--- src/rtl/fp_unpack_if.sv ---
// Handshake bundle between an operand source and the IEEE-754 unpacker.
interface fp_unpack_if #(
  parameter int EW = 11,
  parameter int FW = 52
);
  logic           in_valid;
  logic           in_ready;
  logic [EW+FW:0] in_word;
  logic           out_valid;
  logic           out_ready;
  logic           s_out;
  logic [EW+1:0]  e_out;
  logic [FW:0]    f_out;
  logic           zero;
  logic           denorm;
  logic           inf;
  logic           nan;
  logic           snan;

  modport master (
    output in_valid, in_word, out_ready,
    input  in_ready, out_valid, s_out, e_out, f_out, zero, denorm, inf, nan, snan
  );

  modport slave (
    input  in_valid, in_word, out_ready,
    output in_ready, out_valid, s_out, e_out, f_out, zero, denorm, inf, nan, snan
  );
endinterface

--- src/rtl/fp_unpack.sv ---
// IEEE-754 operand unpacker: classify, unbias exponent, expose hidden bit,
// and normalize denormals up to STEP positions per cycle.
module fp_unpack #(
  parameter int EW   = 11,
  parameter int FW   = 52,
  parameter int STEP = 8
) (
  input logic       clk,
  input logic       rst_n,
  fp_unpack_if.slave u
);
  localparam int            LZW  = $clog2(FW + 2);
  localparam logic [EW+1:0] BIAS = (EW+2)'((1 << (EW - 1)) - 1);

  typedef enum logic [1:0] {IDLE, NORM, OUT} state_t;

  typedef struct packed {
    logic zero;
    logic denorm;
    logic inf;
    logic nan;
    logic snan;
  } flags_t;

  state_t        st_q, st_nx;
  logic          s_q, s_nx;
  logic [EW+1:0] e_q, e_nx;
  logic [FW:0]   f_q, f_nx;
  flags_t        fl_q, fl_nx;
  logic [LZW-1:0] lz, k;

  wire          in_s  = u.in_word[EW+FW];
  wire [EW-1:0] in_ex = u.in_word[FW +: EW];
  wire [FW-1:0] in_fr = u.in_word[FW-1:0];
  wire          ex_z  = ~|in_ex;
  wire          ex_m  = &in_ex;
  wire          fr_z  = ~|in_fr;

  // Leading-zero count of the working significand; last hit from the top wins.
  always_comb begin
    lz = LZW'(FW + 1);
    for (int i = 0; i <= FW; i++)
      if (f_q[i]) lz = LZW'(FW - i);
    k = (lz > LZW'(STEP)) ? LZW'(STEP) : lz;
  end

  always_comb begin
    st_nx = st_q;
    s_nx  = s_q;
    e_nx  = e_q;
    f_nx  = f_q;
    fl_nx = fl_q;
    case (st_q)
      IDLE: if (u.in_valid) begin
        s_nx  = in_s;
        fl_nx = '0;
        st_nx = OUT;
        if (ex_z && fr_z) begin
          fl_nx.zero = 1'b1;
          e_nx       = '0;
          f_nx       = '0;
        end else if (ex_z) begin
          fl_nx.denorm = 1'b1;
          e_nx         = (EW+2)'(1) - BIAS;
          f_nx         = {1'b0, in_fr};
          st_nx        = NORM;
        end else if (ex_m) begin
          e_nx = BIAS + (EW+2)'(1);
          if (fr_z) begin
            fl_nx.inf = 1'b1;
            f_nx      = '0;
          end else begin
            fl_nx.nan  = 1'b1;
            fl_nx.snan = ~in_fr[FW-1];
            f_nx       = {1'b0, in_fr};
          end
        end else begin
          e_nx = {2'b00, in_ex} - BIAS;
          f_nx = {1'b1, in_fr};
        end
      end
      NORM: begin
        f_nx = f_q << k;
        e_nx = e_q - (EW+2)'(k);
        if (f_nx[FW]) st_nx = OUT;
      end
      OUT: if (u.out_ready) st_nx = IDLE;
      default: st_nx = IDLE;
    endcase
  end

  always_ff @(posedge clk or negedge rst_n) begin
    if (!rst_n) begin
      st_q <= IDLE;
      s_q  <= 1'b0;
      e_q  <= '0;
      f_q  <= '0;
      fl_q <= '0;
    end else begin
      st_q <= st_nx;
      s_q  <= s_nx;
      e_q  <= e_nx;
      f_q  <= f_nx;
      fl_q <= fl_nx;
    end
  end

  assign u.in_ready  = (st_q == IDLE);
  assign u.out_valid = (st_q == OUT);
  assign u.s_out     = s_q;
  assign u.e_out     = e_q;
  assign u.f_out     = f_q;
  assign u.zero      = fl_q.zero;
  assign u.denorm    = fl_q.denorm;
  assign u.inf       = fl_q.inf;
  assign u.nan       = fl_q.nan;
  assign u.snan      = fl_q.snan;
endmodule

--- src/flat_wrapper.sv ---
// flat-port wrapper written by rule: the top's interface ports become plain ports
module fp_unpack_flat 
#(
  parameter int EW   = 11,
  parameter int FW   = 52,
  parameter int STEP = 8
)
  (clk, rst_n, u_in_valid, u_in_word, u_out_ready, u_in_ready, u_out_valid, u_s_out, u_e_out, u_f_out, u_zero, u_denorm, u_inf, u_nan, u_snan);
  fp_unpack_if #(.EW(EW), .FW(FW)) u_i ();
  input logic clk;
  input logic rst_n;
  input wire logic [$bits(u_i.in_valid)-1:0] u_in_valid;
  input wire logic [$bits(u_i.in_word)-1:0] u_in_word;
  input wire logic [$bits(u_i.out_ready)-1:0] u_out_ready;
  output wire logic [$bits(u_i.in_ready)-1:0] u_in_ready;
  output wire logic [$bits(u_i.out_valid)-1:0] u_out_valid;
  output wire logic [$bits(u_i.s_out)-1:0] u_s_out;
  output wire logic [$bits(u_i.e_out)-1:0] u_e_out;
  output wire logic [$bits(u_i.f_out)-1:0] u_f_out;
  output wire logic [$bits(u_i.zero)-1:0] u_zero;
  output wire logic [$bits(u_i.denorm)-1:0] u_denorm;
  output wire logic [$bits(u_i.inf)-1:0] u_inf;
  output wire logic [$bits(u_i.nan)-1:0] u_nan;
  output wire logic [$bits(u_i.snan)-1:0] u_snan;
  assign u_i.in_valid = u_in_valid;
  assign u_i.in_word = u_in_word;
  assign u_i.out_ready = u_out_ready;
  assign u_in_ready = u_i.in_ready;
  assign u_out_valid = u_i.out_valid;
  assign u_s_out = u_i.s_out;
  assign u_e_out = u_i.e_out;
  assign u_f_out = u_i.f_out;
  assign u_zero = u_i.zero;
  assign u_denorm = u_i.denorm;
  assign u_inf = u_i.inf;
  assign u_nan = u_i.nan;
  assign u_snan = u_i.snan;
  fp_unpack #(.EW(EW), .FW(FW), .STEP(STEP)) u_core (.clk(clk), .rst_n(rst_n), .u(u_i));
endmodule
--- config.mk ---
export PLATFORM = sky130hd
export DESIGN_NAME = fp_unpack_flat
export DESIGN_NICKNAME = d
export VERILOG_FILES = /design/src/rtl/fp_unpack_if.sv /design/src/rtl/fp_unpack.sv /design/src/flat_wrapper.sv
export SDC_FILE = /design/constraint.sdc
export NUM_CORES = 1
export LEC_CHECK = 0
export BUFFER_PORTS_ARGS = -buffer_cell sky130_fd_sc_hd__buf_4
export CORE_UTILIZATION = 39
export CTS_CLUSTER_DIAMETER = 60
export CTS_CLUSTER_SIZE = 24
export DETAILED_ROUTE_END_ITERATION = 12
export GPL_ROUTABILITY_DRIVEN = 0
export PLACE_DENSITY_LB_ADDON = 0.12
export SETUP_SLACK_MARGIN = 0.5
export SYNTH_ARGS = -nofsm -noshare
export SYNTH_HDL_FRONTEND = slang
export SYNTH_SLANG_ARGS = --single-unit
--- constraint.sdc ---
create_clock -name clk -period 5.3 [get_ports clk]
set_input_delay 0.53 -clock clk [delete_from_list [all_inputs] [get_ports clk]]
set_output_delay 0.53 -clock clk [all_outputs]
set_load 0.02 [all_outputs]
==> reports/metrics.sh <==
RUN_STATUS='finished, final reports clean'
FINAL_NET_COUNT=964
POST_DETAILED_ROUTE_COUNT_OF_ANTENNA_VIOLATING_NETS=0
SYNTH.DISTINCT_CELLS=84
MAXIMUM_NUMBER_OF_BUFFERS_FROM_CLOCK_ROOT_TO_SINK=2
VDD_IR_DROP_MAX_mV=0.168
GRT_SETUP_UNREPAIRED='false'
POST-PLACE-CELLS=1092
AVGROUTEDWIREPERCELL_UM=22.2
NUM_VIAS=7041
HOLD_BUFFERS=0
ROW_COUNT=46
LAYOUT-DRIVE-GT1-SHARE=0.242
YOSYS.AREA.TOP_TYPE='sky130_fd_sc_hd__dfrtp_1'
SYN2LAYOUT_AREA_GROWTH_PCT=24.2
PATH_CLK_SLEW_NS=0.06
POWER_LEAKAGE_nW=3.29
WORST_HOLD_PATH_TYPE='input port to async pin'
FRACTION_OF_SYNTHESIS_FLOPS_USING_AN_ASYNCHRONOUS_SET_OR_RESET_PIN=1.00
WORST_EP_REQUIRED_TIME_NS=5.54
DPL_WIRE_LENGTH_UM=17600
DRC_ERRORS=0
PORT_BUFFERS=141
CRIT-REG2REG-LAUNCH='u_core.u.f_out[47]$_DFFE_PN0P_'
TIMING.FMAX_GHz=0.235
SYNTH_COMMONEST_CELLS='sky130_fd_sc_hd__a21oi_1 (86), sky130_fd_sc_hd__dfrtp_1 (74), sky130_fd_sc_hd__nand2_1 (74)'
MOST_INSTANTIATED_FLIP_FLOP_CELL_IN_THE_SYNTHESIS_NETLIST='sky130_fd_sc_hd__dfrtp_1'
DIE_AREA_SQ_MM=0.0166
DPL-INSTANCE-AREA_SQ_MM=0.00746
GRT_PASS1_VIAS=6706
YOSYS_WARNINGS=0
VIAS_PER_CELL=6.35
LAYOUT_WORST_PATH_CYCLE_SHARE=0.804
START_KIND='flip-flop'
CTSHTREEMAXLEVEL=3
WIRE_LENGTH_OF_THE_FIRST_GLOBAL_ROUTING_PASS_UM=38000
LAYOUT.CELL_AREA.NON_FILLER_SQ_MM=0.00781
SYNTH.MOST_COMMON_CELL='sky130_fd_sc_hd__a21oi_1'
FINAL.SETUP.TNS_NS=0
GATE_COUNT_POST_SYNTH=777
POST_CTS_RESIZE_COUNT=0
YS_FF_LATCH=74
CAP_VIOL_MAX_COUNT=0
DIE_Y_UM=129
INSERTION_DELAY_NS=0.36
MAX_SLEW_MARGIN=0.227
DIODES=0
TIMING_WORST_SLEW_PIN_VALUE_NS=1.16
CTSROOTBUFFERMASTER='sky130_fd_sc_hd__clkbuf_16'
NUMCLOCKSINKS=74
IO-PIN-COUNT=142
INITIAL_CORE_UTIL=0.397
CTS_MADE_BUFFERS=9
DRT_ITER0_DRC=803
FILLER_CELL_COUNT=1575
WORST-R2R-CELL-COUNT=17
CRIT_FANOUT=19
SETUP.WORST_PATH.START='u_core.u.f_out[47]$_DFFE_PN0P_'
POWERDENSITY_mW_PER_MM2=392
GRT_USE_TOTAL=0.301
SYNTH.TOP_CELL.AREA_SHARE=0.294
SYNTHESIS.AREA_PER_INSTANCE_SQ_UM=8.09
LARGEST_NET_DEGREE_AT_THE_START_OF_GLOBAL_ROUTING=75
CORE_AREA_SQ_MM=0.0158
GR-TOTAL-OVERFLOW=0
LAYOUTNONFILLERINSTCOUNT=1108
FINALHOLDVIOLCOUNT=0
DETAILEDROUTE.FIRSTPASSITERATIONCOUNT=5
ARRIVAL_TIME_AT_THE_WORST_ENDPOINT_NS=4.50
SEQ_AREA_FRAC_SYNTH=0.294
NUMBER_OF_ENABLE_FLIP_FLOP_CELLS_AFTER_SYNTHESIS=0
UTILIZATION=0.494
TOTAL_WIRELENGTH_OF_THE_DETAILED_ROUTED_DESIGN_UM=24600
CRITICALPATHCATEGORY='flip-flop to flip-flop'
SETUP.WORST_PATH.END_CLASS='flip-flop'
DIE_X_UM=129
POST-CTS-SETUP-BUFFERS=0
FINCLKSKEW_NS=0.00674
CLOCK_TREE_FROM_TRITONCTS='done'
TIMING.FINAL.SETUP_VIOLATIONS=0
SYN_AREA_SQ_MM=0.00629
FINALWORSTPATHREQUIREDPERIOD_NS=4.26
TIMING.FINAL.MAX_SLEW_VIOLATIONS=0
GRT_ANTENNA_BEFORE_REPAIR=0
SYNTHTOPCELLSBYAREA='sky130_fd_sc_hd__dfrtp_1 (29%), sky130_fd_sc_hd__a21oi_1 (6.8%), sky130_fd_sc_hd__mux2i_1 (6.7%)'
registers in the layout (all words and copies together) (netlist names):
register,count
u_core.st_q,2
u_core.u.denorm,1
u_core.u.e_out,13
u_core.u.f_out,53
u_core.u.inf,1
u_core.u.nan,1
u_core.u.s_out,1
u_core.u.snan,1
u_core.u.zero,1
path summary, 6_finish.rpt:
kind                                                  end  slack, ns
setup / recovery           u_core.u.e_out[10]$_DFFE_PN0P_       1.04
hold / removal             u_core.u.f_out[35]$_DFFE_PN0P_       0.35
setup reg to reg           u_core.u.e_out[10]$_DFFE_PN0P_       1.04
hold reg to reg                u_core.u.s_out$_DFFE_PN0P_       0.49
max in group asynchronous  u_core.u.f_out[10]$_DFFE_PN0P_       4.28
min in group clk               u_core.u.s_out$_DFFE_PN0P_       0.36
cell usage in the layout, fill, tap and decap left out, types with 20 or more instances in the layout:
cell type                 synthesis  layout
sky130_fd_sc_hd__a21oi_1         86      86
sky130_fd_sc_hd__buf_4            2     149
sky130_fd_sc_hd__dfrtp_1         74      74
sky130_fd_sc_hd__mux2i_1         42      42
sky130_fd_sc_hd__nand2_1         74      74
sky130_fd_sc_hd__nand3_1         24      24
sky130_fd_sc_hd__nor2_1          64      64
sky130_fd_sc_hd__nor4_1          20      20
sky130_fd_sc_hd__o21ai_0         51      51
sky130_fd_sc_hd__o22a_1          22      22
sky130_fd_sc_hd__o22ai_1         25      25
critical path: stages (launching register included):
cell                      delay, ns
sky130_fd_sc_hd__dfrtp_1       0.63
sky130_fd_sc_hd__nor2_1        0.11
sky130_fd_sc_hd__nand2_1       0.15
sky130_fd_sc_hd__nor2_4        0.10
sky130_fd_sc_hd__inv_2         0.31
sky130_fd_sc_hd__nand2_4       0.09
sky130_fd_sc_hd__inv_4         0.26
sky130_fd_sc_hd__ha_1          0.23
sky130_fd_sc_hd__inv_1         0.06
sky130_fd_sc_hd__fa_1          0.43
sky130_fd_sc_hd__a21o_1        0.17
sky130_fd_sc_hd__a21oi_1       0.19
sky130_fd_sc_hd__o21ai_0       0.10
sky130_fd_sc_hd__a21o_1        0.20
sky130_fd_sc_hd__or3_1         0.37
sky130_fd_sc_hd__nor3_2        0.24
sky130_fd_sc_hd__o21ai_0       0.13
sky130_fd_sc_hd__a221o_1       0.38
layout make-up:
type                    count  area (sq um)  share of cell area
inverters                  23          88.8              0.0114
clock inverters             3          68.8             0.00881
clock buffers              13           280              0.0359
well taps                 216           270              0.0346
repair buffers            149          1120               0.143
flip-flops and latches     74          1850               0.237
multi-input cells         630          4130               0.529
metal layers:
layer  track usage  share of wire  up-vias
met1         0.403           0.42     3393
li1              -              -     3170
met5             0              0        -
met2         0.479           0.47      424
met4         0.138          0.032        0
met3        0.0449          0.080       54
kinds of logic after synthesis:
| group | count (synthesis) | share of synthesized area |
|---|---|---|
| muxes | 66 | 0.116 |
| xor gates and xnor gates | 12 | 0.0167 |
| AOI/OAI and AO/OA | 298 | 0.316 |
| adders and majority gates | 9 | 0.0191 |
| DFF | 74 | 0.294 |
| and+or+nand+nor | 243 | 0.186 |
| other | 1 | 0.000596 |
| buffers and inverters | 74 | 0.0509 |
metrics by stage:
stage	power [W]	worst slack (ns)	hold slack (ns)
floorplan	0.00177	1.48	0.234
CTS	0.00304	1.10	0.358
finish	0.00306	1.04	0.354
global route	0.00321	0.777	0.384
global placement	0.00230	1.26	0.466
detailed placement	0.00231	1.11	0.470
where the power goes:
part           switching [W]  internal, W
logic               0.000846     0.000582
clock network       0.000263     0.000465
registers           0.000233     0.000675
total                0.00134      0.00172
No activity file was read; power rests on OpenSTA's default activity.
